<file path="src/rtl/dmem_pkg.sv">
// dmem_pkg -- shared definitions for the data-memory controller slice.
//   dmem_state_e         : controller FSM encoding (IDLE, REQ, WAIT, DONE)
//   F3_*                 : funct3 access size/sign codes
//   dmem_size_e          : decoded access size
//   DMEM_TIMEOUT_DEFAULT : default bus timeout in cycles (DMEM_TIMEOUT_EN builds)
//   f3_size / size_mask / is_misaligned : size decode, lane mask, alignment check
package dmem_pkg;

   typedef enum logic [1:0] {
      ST_IDLE = 2'b00,
      ST_REQ  = 2'b01,
      ST_WAIT = 2'b10,
      ST_DONE = 2'b11
   } dmem_state_e;

   localparam logic [2:0] F3_B  = 3'b000;
   localparam logic [2:0] F3_H  = 3'b001;
   localparam logic [2:0] F3_W  = 3'b010;
   localparam logic [2:0] F3_BU = 3'b100;
   localparam logic [2:0] F3_HU = 3'b101;

   typedef enum logic [1:0] {
      SZ_BYTE = 2'b00,
      SZ_HALF = 2'b01,
      SZ_WORD = 2'b10
   } dmem_size_e;

   localparam int DMEM_TIMEOUT_DEFAULT = 255;

   // Unlisted funct3 codes (011, 110, 111) fall back to a full word.
   function automatic dmem_size_e f3_size(input logic [2:0] f3);
      dmem_size_e sz;
      case (f3)
         F3_B, F3_BU: sz = SZ_BYTE;
         F3_H, F3_HU: sz = SZ_HALF;
         F3_W:        sz = SZ_WORD;
         default:     sz = SZ_WORD;
      endcase
      return sz;
   endfunction

   function automatic logic [3:0] size_mask(input dmem_size_e sz, input logic [1:0] lo);
      logic [3:0] m;
      case (sz)
         SZ_BYTE: m = 4'b0001 << lo;
         SZ_HALF: m = 4'b0011 << {lo[1], 1'b0};
         default: m = 4'b1111;
      endcase
      return m;
   endfunction

   function automatic logic is_misaligned(input dmem_size_e sz, input logic [1:0] lo);
      logic mis;
      case (sz)
         SZ_BYTE: mis = 1'b0;
         SZ_HALF: mis = lo[0];
         default: mis = (lo != 2'b00);
      endcase
      return mis;
   endfunction

endpackage

</file>
<file path="src/rtl/dmem_lane.sv">
// dmem_lane -- combinational byte-lane steering for the data-memory controller.
//   addr_lo_i   : addr[1:0] of the access
//   funct3_i    : access size/sign
//   wdata_i     : store data in the low lanes
//   rdata_raw_i : raw 32-bit word from the bus
//   be_o        : byte enables for the access size/offset
//   wdata_o     : store data replicated across all lanes
//   rdata_o     : selected and sign/zero-extended load data
module dmem_lane
   import dmem_pkg::*;
(
   input  logic [1:0]  addr_lo_i,
   input  logic [2:0]  funct3_i,
   input  logic [31:0] wdata_i,
   input  logic [31:0] rdata_raw_i,
   output logic [3:0]  be_o,
   output logic [31:0] wdata_o,
   output logic [31:0] rdata_o
);

   dmem_size_e  size_s;
   logic [7:0]  byte_s;
   logic [15:0] half_s;
   logic        signed_s;

   assign size_s   = f3_size(funct3_i);
   assign be_o     = size_mask(size_s, addr_lo_i);
   // funct3[2] clear means a signed load (LB/LH).
   assign signed_s = ~funct3_i[2];

   // Replicate store data so every enabled lane carries the right bytes.
   always_comb begin
      case (size_s)
         SZ_BYTE: wdata_o = {4{wdata_i[7:0]}};
         SZ_HALF: wdata_o = {2{wdata_i[15:0]}};
         default: wdata_o = wdata_i;
      endcase
   end

   // Pick the addressed byte and half-word out of the raw read word.
   always_comb begin
      case (addr_lo_i)
         2'b00:   byte_s = rdata_raw_i[7:0];
         2'b01:   byte_s = rdata_raw_i[15:8];
         2'b10:   byte_s = rdata_raw_i[23:16];
         2'b11:   byte_s = rdata_raw_i[31:24];
         default: byte_s = 8'h00;
      endcase
      if (addr_lo_i[1]) begin
         half_s = rdata_raw_i[31:16];
      end else begin
         half_s = rdata_raw_i[15:0];
      end
   end

   // Extend the selected field to 32 bits.
   always_comb begin
      case (size_s)
         SZ_BYTE: rdata_o = signed_s ? {{24{byte_s[7]}}, byte_s} : {24'h000000, byte_s};
         SZ_HALF: rdata_o = signed_s ? {{16{half_s[15]}}, half_s} : {16'h0000, half_s};
         default: rdata_o = rdata_raw_i;
      endcase
   end

endmodule

</file>
<file path="src/rtl/dmem_ctrl.sv">
// dmem_ctrl -- MEM-stage data-memory controller (IDLE/REQ/WAIT/DONE FSM).
//   Pipeline side : mem_read_i, mem_write_i, addr_i, wdata_i, funct3_i in;
//                   rdata_o (extended load data), stall_o, misaligned_o, bus_err_o out.
//   Bus side      : bus_req_o, bus_we_o, bus_addr_o, bus_wdata_o, bus_be_o out;
//                   bus_gnt_i, bus_rvalid_i, bus_rdata_i in.
//   Optional macro DMEM_TIMEOUT_EN: abort REQ/WAIT after TIMEOUT_CYCLES cycles
//   with a bus_err_o pulse. Without it REQ/WAIT wait indefinitely and
//   bus_err_o is tied low.
module dmem_ctrl
   import dmem_pkg::*;
#(
   parameter int TIMEOUT_CYCLES = DMEM_TIMEOUT_DEFAULT
) (
   input  logic        clk,
   input  logic        rst_n,
   input  logic        mem_read_i,
   input  logic        mem_write_i,
   input  logic [31:0] addr_i,
   input  logic [31:0] wdata_i,
   input  logic [2:0]  funct3_i,
   output logic        bus_req_o,
   output logic        bus_we_o,
   output logic [31:0] bus_addr_o,
   output logic [31:0] bus_wdata_o,
   output logic [3:0]  bus_be_o,
   input  logic        bus_gnt_i,
   input  logic        bus_rvalid_i,
   input  logic [31:0] bus_rdata_i,
   output logic [31:0] rdata_o,
   output logic        stall_o,
   output logic        misaligned_o,
   output logic        bus_err_o
);

   if (TIMEOUT_CYCLES < 1) begin : g_bad_timeout
      $error("TIMEOUT_CYCLES must be at least 1");
   end

   dmem_state_e state_q, state_d;
   logic [31:0] addr_q;
   logic [31:0] wdata_q;
   logic [2:0]  funct3_q;
   logic        we_q;
   logic [31:0] rdata_q, rdata_d;

   logic        access_s;
   logic        misaligned_s;
   logic        latch_s;
   logic        capture_s;
   logic        abort_s;
   logic        timeout_s;
   logic        stall_s;
   logic        mis_s;
   logic        in_req_s;
   logic [3:0]  lane_be_s;
   logic [31:0] lane_wdata_s;
   logic [31:0] lane_rdata_s;

   assign access_s     = mem_read_i | mem_write_i;
   assign misaligned_s = is_misaligned(f3_size(funct3_i), addr_i[1:0]);
   assign in_req_s     = (state_q == ST_REQ);

   dmem_lane u_lane (
      .addr_lo_i   (addr_q[1:0]),
      .funct3_i    (funct3_q),
      .wdata_i     (wdata_q),
      .rdata_raw_i (bus_rdata_i),
      .be_o        (lane_be_s),
      .wdata_o     (lane_wdata_s),
      .rdata_o     (lane_rdata_s)
   );

   // FSM next-state, stall and capture decisions.
   always_comb begin
      state_d   = state_q;
      stall_s   = 1'b0;
      mis_s     = 1'b0;
      latch_s   = 1'b0;
      capture_s = 1'b0;
      abort_s   = 1'b0;
      case (state_q)
         ST_IDLE: begin
            if (access_s) begin
               if (misaligned_s) begin
                  mis_s = 1'b1;
               end else begin
                  latch_s = 1'b1;
                  stall_s = 1'b1;
                  state_d = ST_REQ;
               end
            end else begin
               state_d = ST_IDLE;
            end
         end
         ST_REQ: begin
            stall_s = 1'b1;
            if (bus_gnt_i) begin
               if (we_q) begin
                  state_d = ST_DONE;
               end else if (bus_rvalid_i) begin
                  // Zero-wait read: data arrives with the grant.
                  capture_s = 1'b1;
                  state_d   = ST_DONE;
               end else begin
                  state_d = ST_WAIT;
               end
            end else if (timeout_s) begin
               abort_s = 1'b1;
               state_d = ST_DONE;
            end else begin
               state_d = ST_REQ;
            end
         end
         ST_WAIT: begin
            stall_s = 1'b1;
            if (bus_rvalid_i) begin
               capture_s = 1'b1;
               state_d   = ST_DONE;
            end else if (timeout_s) begin
               abort_s = 1'b1;
               state_d = ST_DONE;
            end else begin
               state_d = ST_WAIT;
            end
         end
         ST_DONE: begin
            // The instruction advances this cycle, so its still-present request is ignored.
            state_d = ST_IDLE;
         end
         default: begin
            state_d = ST_IDLE;
         end
      endcase
   end

   // Load result: new data on capture, cleared on an aborted load, otherwise held.
   always_comb begin
      if (capture_s) begin
         rdata_d = lane_rdata_s;
      end else if (abort_s && !we_q) begin
         rdata_d = 32'h0000_0000;
      end else begin
         rdata_d = rdata_q;
      end
   end

   // State, latched access and load-data registers.
   always_ff @(posedge clk or negedge rst_n) begin
      if (!rst_n) begin
         state_q  <= ST_IDLE;
         addr_q   <= 32'h0000_0000;
         wdata_q  <= 32'h0000_0000;
         funct3_q <= 3'b000;
         we_q     <= 1'b0;
         rdata_q  <= 32'h0000_0000;
      end else begin
         state_q <= state_d;
         rdata_q <= rdata_d;
         if (latch_s) begin
            addr_q   <= addr_i;
            wdata_q  <= wdata_i;
            funct3_q <= funct3_i;
            // A simultaneous read and write is handled as a store.
            we_q     <= mem_write_i;
         end
      end
   end

`ifdef DMEM_TIMEOUT_EN
   localparam logic [31:0] TIMEOUT_LAST = 32'(TIMEOUT_CYCLES - 1);

   logic [31:0] cnt_q, cnt_d;
   logic        bus_err_q;

   // Counter restarts when a new access enters REQ and counts every REQ/WAIT cycle.
   always_comb begin
      if (latch_s) begin
         cnt_d = 32'h0000_0000;
      end else if ((state_q == ST_REQ) || (state_q == ST_WAIT)) begin
         cnt_d = cnt_q + 32'h0000_0001;
      end else begin
         cnt_d = 32'h0000_0000;
      end
   end

   assign timeout_s = (cnt_q == TIMEOUT_LAST);

   // Timeout counter and the one-cycle error pulse shown during DONE.
   always_ff @(posedge clk or negedge rst_n) begin
      if (!rst_n) begin
         cnt_q     <= 32'h0000_0000;
         bus_err_q <= 1'b0;
      end else begin
         cnt_q     <= cnt_d;
         bus_err_q <= abort_s;
      end
   end

   assign bus_err_o = bus_err_q;
`else
   assign timeout_s = 1'b0;
   assign bus_err_o = 1'b0;
`endif

   // Bus signals are driven from the latched access only while requesting.
   assign bus_req_o    = in_req_s;
   assign bus_we_o     = in_req_s & we_q;
   assign bus_addr_o   = in_req_s ? {addr_q[31:2], 2'b00} : 32'h0000_0000;
   assign bus_be_o     = in_req_s ? lane_be_s : 4'b0000;
   assign bus_wdata_o  = (in_req_s && we_q) ? lane_wdata_s : 32'h0000_0000;
   assign rdata_o      = rdata_q;
   assign stall_o      = stall_s;
   assign misaligned_o = mis_s;

endmodule

</file>
<file path="config.mk">
export PLATFORM = sky130hd
export DESIGN_NAME = dmem_ctrl
export DESIGN_NICKNAME = d
export VERILOG_FILES = /design/src/rtl/dmem_pkg.sv /design/src/rtl/dmem_lane.sv /design/src/rtl/dmem_ctrl.sv
export SDC_FILE = /design/constraint.sdc
export NUM_CORES = 1
export LEC_CHECK = 0
export ABC_AREA = 1
export CELL_PAD_IN_SITES_DETAIL_PLACEMENT = 1
export CELL_PAD_IN_SITES_GLOBAL_PLACEMENT = 2
export CORE_UTILIZATION = 24
export CTS_BUF_LIST = sky130_fd_sc_hd__clkbuf_16
export DETAILED_ROUTE_END_ITERATION = 16
export PLACE_DENSITY = 0.93
export SLEW_MARGIN = 20
export SYNTH_ARGS = -nofsm -noshare
export SYNTH_HDL_FRONTEND = slang
export SYNTH_HIERARCHICAL = 1
export SYNTH_SLANG_ARGS = --single-unit
</file>
<file path="constraint.sdc">
create_clock -name clk -period 1.8 [get_ports clk]
set_input_delay 0.18 -clock clk [delete_from_list [all_inputs] [get_ports clk]]
set_output_delay 0.18 -clock clk [all_outputs]
set_load 0.005 [all_outputs]
</file>
==> flow_summary.html <==
<table>
<tr><th>Metric</th><th>Value</th></tr>
<tr><th colspan="2">Setup path</th></tr>
<tr><td>Maximum fanout along the worst path</td><td>4</td></tr>
<tr><td>Critical path destination</td><td>bus_addr_o[5]</td></tr>
<tr><td>Endpoint of the most critical register-to-register path</td><td>rdata_o[31]$_DFFE_PN0P_</td></tr>
<tr><td>Worst setup path class</td><td>reg -&gt; out</td></tr>
<tr><td>Worst setup startpoint</td><td>state_q[0]$_DFFE_PN0N_</td></tr>
<tr><td>Kind of end point of the critical path</td><td>output pin</td></tr>
<tr><td>Required time of the critical path</td><td>1620 ps</td></tr>
<tr><td>Setup crit start kind</td><td>flop</td></tr>
<tr><td>Startpoint of the most critical register-to-register path</td><td>funct3_q[1]$_DFFE_PN0P_</td></tr>
<tr><td>Worst-case register-to-register setup slack</td><td>70 ps</td></tr>
<tr><td>Arr. time, crit path</td><td>1760 ps</td></tr>
<tr><td>Number of cells on the worst reg-to-reg path</td><td>9</td></tr>
<tr><th colspan="2">Clocking</th></tr>
<tr><td>Clock tree from TritonCTS</td><td>yes</td></tr>
<tr><td>Clock latency at the later pin of the worst-skew pair</td><td>360 ps</td></tr>
<tr><td>Htree depth</td><td>3</td></tr>
<tr><td>Clock sink count</td><td>102</td></tr>
<tr><td>Clk slew on worst S/H paths</td><td>70 ps</td></tr>
<tr><td>CTS root buf</td><td>clkbuf_16</td></tr>
<tr><td>Number of CTS-inserted buffers</td><td>9</td></tr>
<tr><td>Maximum buffer depth of the clock tree</td><td>2</td></tr>
<tr><th colspan="2">Timing</th></tr>
<tr><td>Setup repair after global routing missed its margin</td><td>true</td></tr>
<tr><td>Largest clock skew in the final design</td><td>7.43 ps</td></tr>
<tr><td>Hold violation count in the final report</td><td>0</td></tr>
<tr><td>Period utilisation layout</td><td>108%</td></tr>
<tr><td>Final TNS setup</td><td>-2600 ps</td></tr>
<tr><td>Count of final max-slew check failures</td><td>0</td></tr>
<tr><td>F_max</td><td>515 MHz</td></tr>
<tr><td>Number of setup violations in the final report</td><td>44</td></tr>
<tr><td>Time the worst path needs with I/O delays and setup</td><td>1940 ps</td></tr>
<tr><td>Setup WS post-layout</td><td>-140 ps</td></tr>
<tr><th colspan="2">Power and ir drop</th></tr>
<tr><td>Static power due to leakage</td><td>4.97 nW</td></tr>
<tr><td>Power density relative to cell area</td><td>1790 mW/mm^2</td></tr>
<tr><td>Highest ir drop seen on vdd</td><td>814 uV</td></tr>
<tr><th colspan="2">Detailed routing</th></tr>
<tr><td>Number of nets with antenna violations after detailed routing</td><td>0</td></tr>
<tr><td>Violation count after the first detailed-route iteration</td><td>287</td></tr>
<tr><td>Highest layer used for signal routing</td><td>met4</td></tr>
<tr><td>Post-route DRC violation count</td><td>0</td></tr>
<tr><td>Met2 layer wire length in the routed design</td><td>11800 um</td></tr>
<tr><td>Average routed wire per standard cell</td><td>16.8 um</td></tr>
<tr><td>Avg Vias per Cell</td><td>4.52</td></tr>
<tr><td>Met3 wire length</td><td>1140 um</td></tr>
<tr><td>WL met1</td><td>10400 um</td></tr>
<tr><td>Detailed-route via count</td><td>6389</td></tr>
<tr><td>DRT Pass-1 Iters</td><td>5</td></tr>
<tr><td>Final routed wirelength across all metal layers</td><td>23800 um</td></tr>
<tr><th colspan="2">Floorplanning</th></tr>
<tr><td>Number of cell rows</td><td>56</td></tr>
<tr><td>I/O pin count</td><td>210</td></tr>
<tr><td>Core region area</td><td>0.0237 mm^2</td></tr>
<tr><td>Starting density of the core</td><td>24.7%</td></tr>
<tr><td>Overall die width</td><td>158 um</td></tr>
<tr><td>Total Die Area</td><td>0.0250 mm^2</td></tr>
<tr><td>Die outline height</td><td>158 um</td></tr>
<tr><th colspan="2">Global route</th></tr>
<tr><td>Total congestion overflow</td><td>0</td></tr>
<tr><td>Number of global-route vias before repair</td><td>6695</td></tr>
<tr><td>Antenna violations before repair</td><td>1</td></tr>
<tr><td>Wire length of the first global-routing pass</td><td>36500 um</td></tr>
<tr><td>Largest net degree at the start of global routing</td><td>57</td></tr>
<tr><td>Global Route Usage Sum</td><td>19.1%</td></tr>
<tr><th colspan="2">Synthesis</th></tr>
<tr><td>Combinational family with the most area after synthesis</td><td>simple AND/OR/NAND/NOR gates</td></tr>
<tr><td>Synth warnings</td><td>6</td></tr>
<tr><td>Xor and xnor area share after synthesis</td><td>0%</td></tr>
<tr><td>Number of flip-flops and latches in the synthesized netlist</td><td>102</td></tr>
<tr><td>Mean cell area of the mapped netlist</td><td>6.90 um^2</td></tr>
<tr><td>Number of enable-type register cells in the synthesized netlist</td><td>0</td></tr>
<tr><td>Synthesized cell area</td><td>0.00585 mm^2</td></tr>
<tr><td>Async set-or-reset flop fraction in the synthesized netlist</td><td>100%</td></tr>
<tr><td>Sequential cell area fraction in the yosys report</td><td>43.7%</td></tr>
<tr><td>Area share of and/or/nand/nor cells after synthesis</td><td>39.8%</td></tr>
<tr><td>Synth Area in Compound Gates</td><td>2.91%</td></tr>
<tr><td>Cell count after synthesis</td><td>847</td></tr>
<tr><td>Post-synthesis mux area share</td><td>0%</td></tr>
<tr><td>Library cells used by synthesis</td><td>28</td></tr>
<tr><td>Adder-cell area share of the yosys netlist</td><td>1.07%</td></tr>
<tr><td>Primary FF master, synth</td><td>dfrtp_1</td></tr>
<tr><th colspan="2">Finish</th></tr>
<tr><td>Most common cell after layout, fill and taps aside</td><td>nand2_1</td></tr>
<tr><td>Final Net Count</td><td>1200</td></tr>
<tr><td>Fraction of final layout cells sized beyond drive strength 1</td><td>24.2%</td></tr>
<tr><td>Area Overhead vs Synth</td><td>61.0%</td></tr>
<tr><td>Most frequent cells in the layout</td><td>334 x nand2_1, 143 x nand3_1, 135 x clkdlybuf4s50_1, 99 x dfrtp_1, 82 x inv_1</td></tr>
<tr><td>Final Cell Area</td><td>0.00942 mm^2</td></tr>
<tr><td>Finished Core Util</td><td>39.8%</td></tr>
<tr><th colspan="2">Outcome</th></tr>
<tr><td>Failing checks</td><td>negative setup slack</td></tr>
<tr><td>Outcome</td><td>finished, violations left</td></tr>
<tr><th colspan="2">Run</th></tr>
<tr><td>MaxCap Viol Count</td><td>0</td></tr>
<tr><th colspan="2">Placement</th></tr>
<tr><td>Standard cell area after detailed placement</td><td>0.00836 mm^2</td></tr>
<tr><td>Port-buffer cells</td><td>206</td></tr>
<tr><td>Global placement routability congestion</td><td>0.814</td></tr>
<tr><td>Half-perimeter wire length after detailed placement</td><td>15700 um</td></tr>
<tr><th colspan="2">Hold path</th></tr>
<tr><td>Class of the tightest hold or removal check</td><td>in -&gt; async</td></tr>
</table>
layout make-up:
cell class | instances | area [um^2]
Fill cell | 2955 | 14300
Multi-Input combinational cell | 592 | 2970
Timing Repair Buffer | 287 | 2790
Inverter | 98 | 380
Sequential cell | 102 | 2560
Clock buffer | 9 | 225
Antenna cell | 1 | 2.50
Tap cell | 319 | 399
Clock inverter | 6 | 88.8
critical path, cell delays in order (launching register included):
cell     delay (ps)
dfrtp_1         410
buf_6           130
ha_4            180
buf_12          130
buf_12          120
buf_8           120
buf_6           120
nand2_4          50
inv_2            30
buf_6           100
power breakdown:
group	internal [mW]	total, mW	switching [mW]
Combinational	4.85	10.5	5.65
Sequential	3.38	4.20	0.816
Clock	1.21	2.15	0.934
Total	9.44	16.8	7.40
how the worst min path moves through the flow:
stage | endpoint | depth (start not counted) | slack, ps | start
2_1_floorplan | asynchronous set/reset pin | 0 | -120 | rst_n
3_3_place_gp | rdata_o[8]$_DFFE_PN0P_ | 2 | 200 | rst_n
3_5_place_dp | rdata_o[8]$_DFFE_PN0P_ | 2 | 200 | rst_n
4_1_cts | addr_q[12]$_DFFE_PN0P_ | 3 | 360 | addr_i[12]
5_1_grt | addr_q[5]$_DFFE_PN0P_ | 3 | 370 | addr_i[5]
6_report | rdata_o[8]$_DFFE_PN0P_ | 3 | 360 | rst_n
registers in the layout, indices dropped and copies added, names as in the netlist, named ones only:
register,count
addr_q,32
funct3_q,3
rdata_o,32
state_q,1
wdata_q,32
we_q,1
metrics by stage:
step	hold slack, ps	power, mW	setup slack [ps]	cells
2_1_floorplan	-116	8.42	269	849
3_3_place_gp	203	12.2	-112	1354
3_5_place_dp	203	12.4	-144	1354
4_1_cts	361	16.3	-204	1401
5_1_grt	370	18.3	-200	1414
6_report	361	16.8	-140	1414
cell usage after synthesis, types with 5 or more instances:
cell,instances,share of area [%]
buf_4,16,2.1
o211ai_1,5,0.64
nor2_1,38,2.4
o21ai_0,18,1.5
buf_2,22,1.9
buf_6,6,1.2
dfrtp_1,102,44
clkbuf_1,16,1.0
nand2_1,360,23
inv_1,94,6.0
ha_1,5,1.1
nand3_1,145,12
logic make-up after synthesis:
family                     after synthesis
DFF                                    102
adders and majority gates                5
other                                    1
buffers and inverters                  158
AOI/OAI and AO/OA                       28
and+or+nand+nor                        553
per-layer routing:
layer  global-route usage [%]  vias to the layer above
li1                         -                     3083
met1                     24.0                     3085
met2                     33.2                      193
met3                     3.39                       28
met4                     5.82                        0
met5                        0                        -
what timing repair did:
action                     in CTS  in global routing
hold endpoints to repair      102                  0
buffers inserted               28                 12
pin swaps                      12                 15
setup endpoints to repair     103                107
gates cloned                    6                  3
resized for setup             320                101
hold buffers                    1                  0
Note: power is estimated with default switching activity, not from simulation.
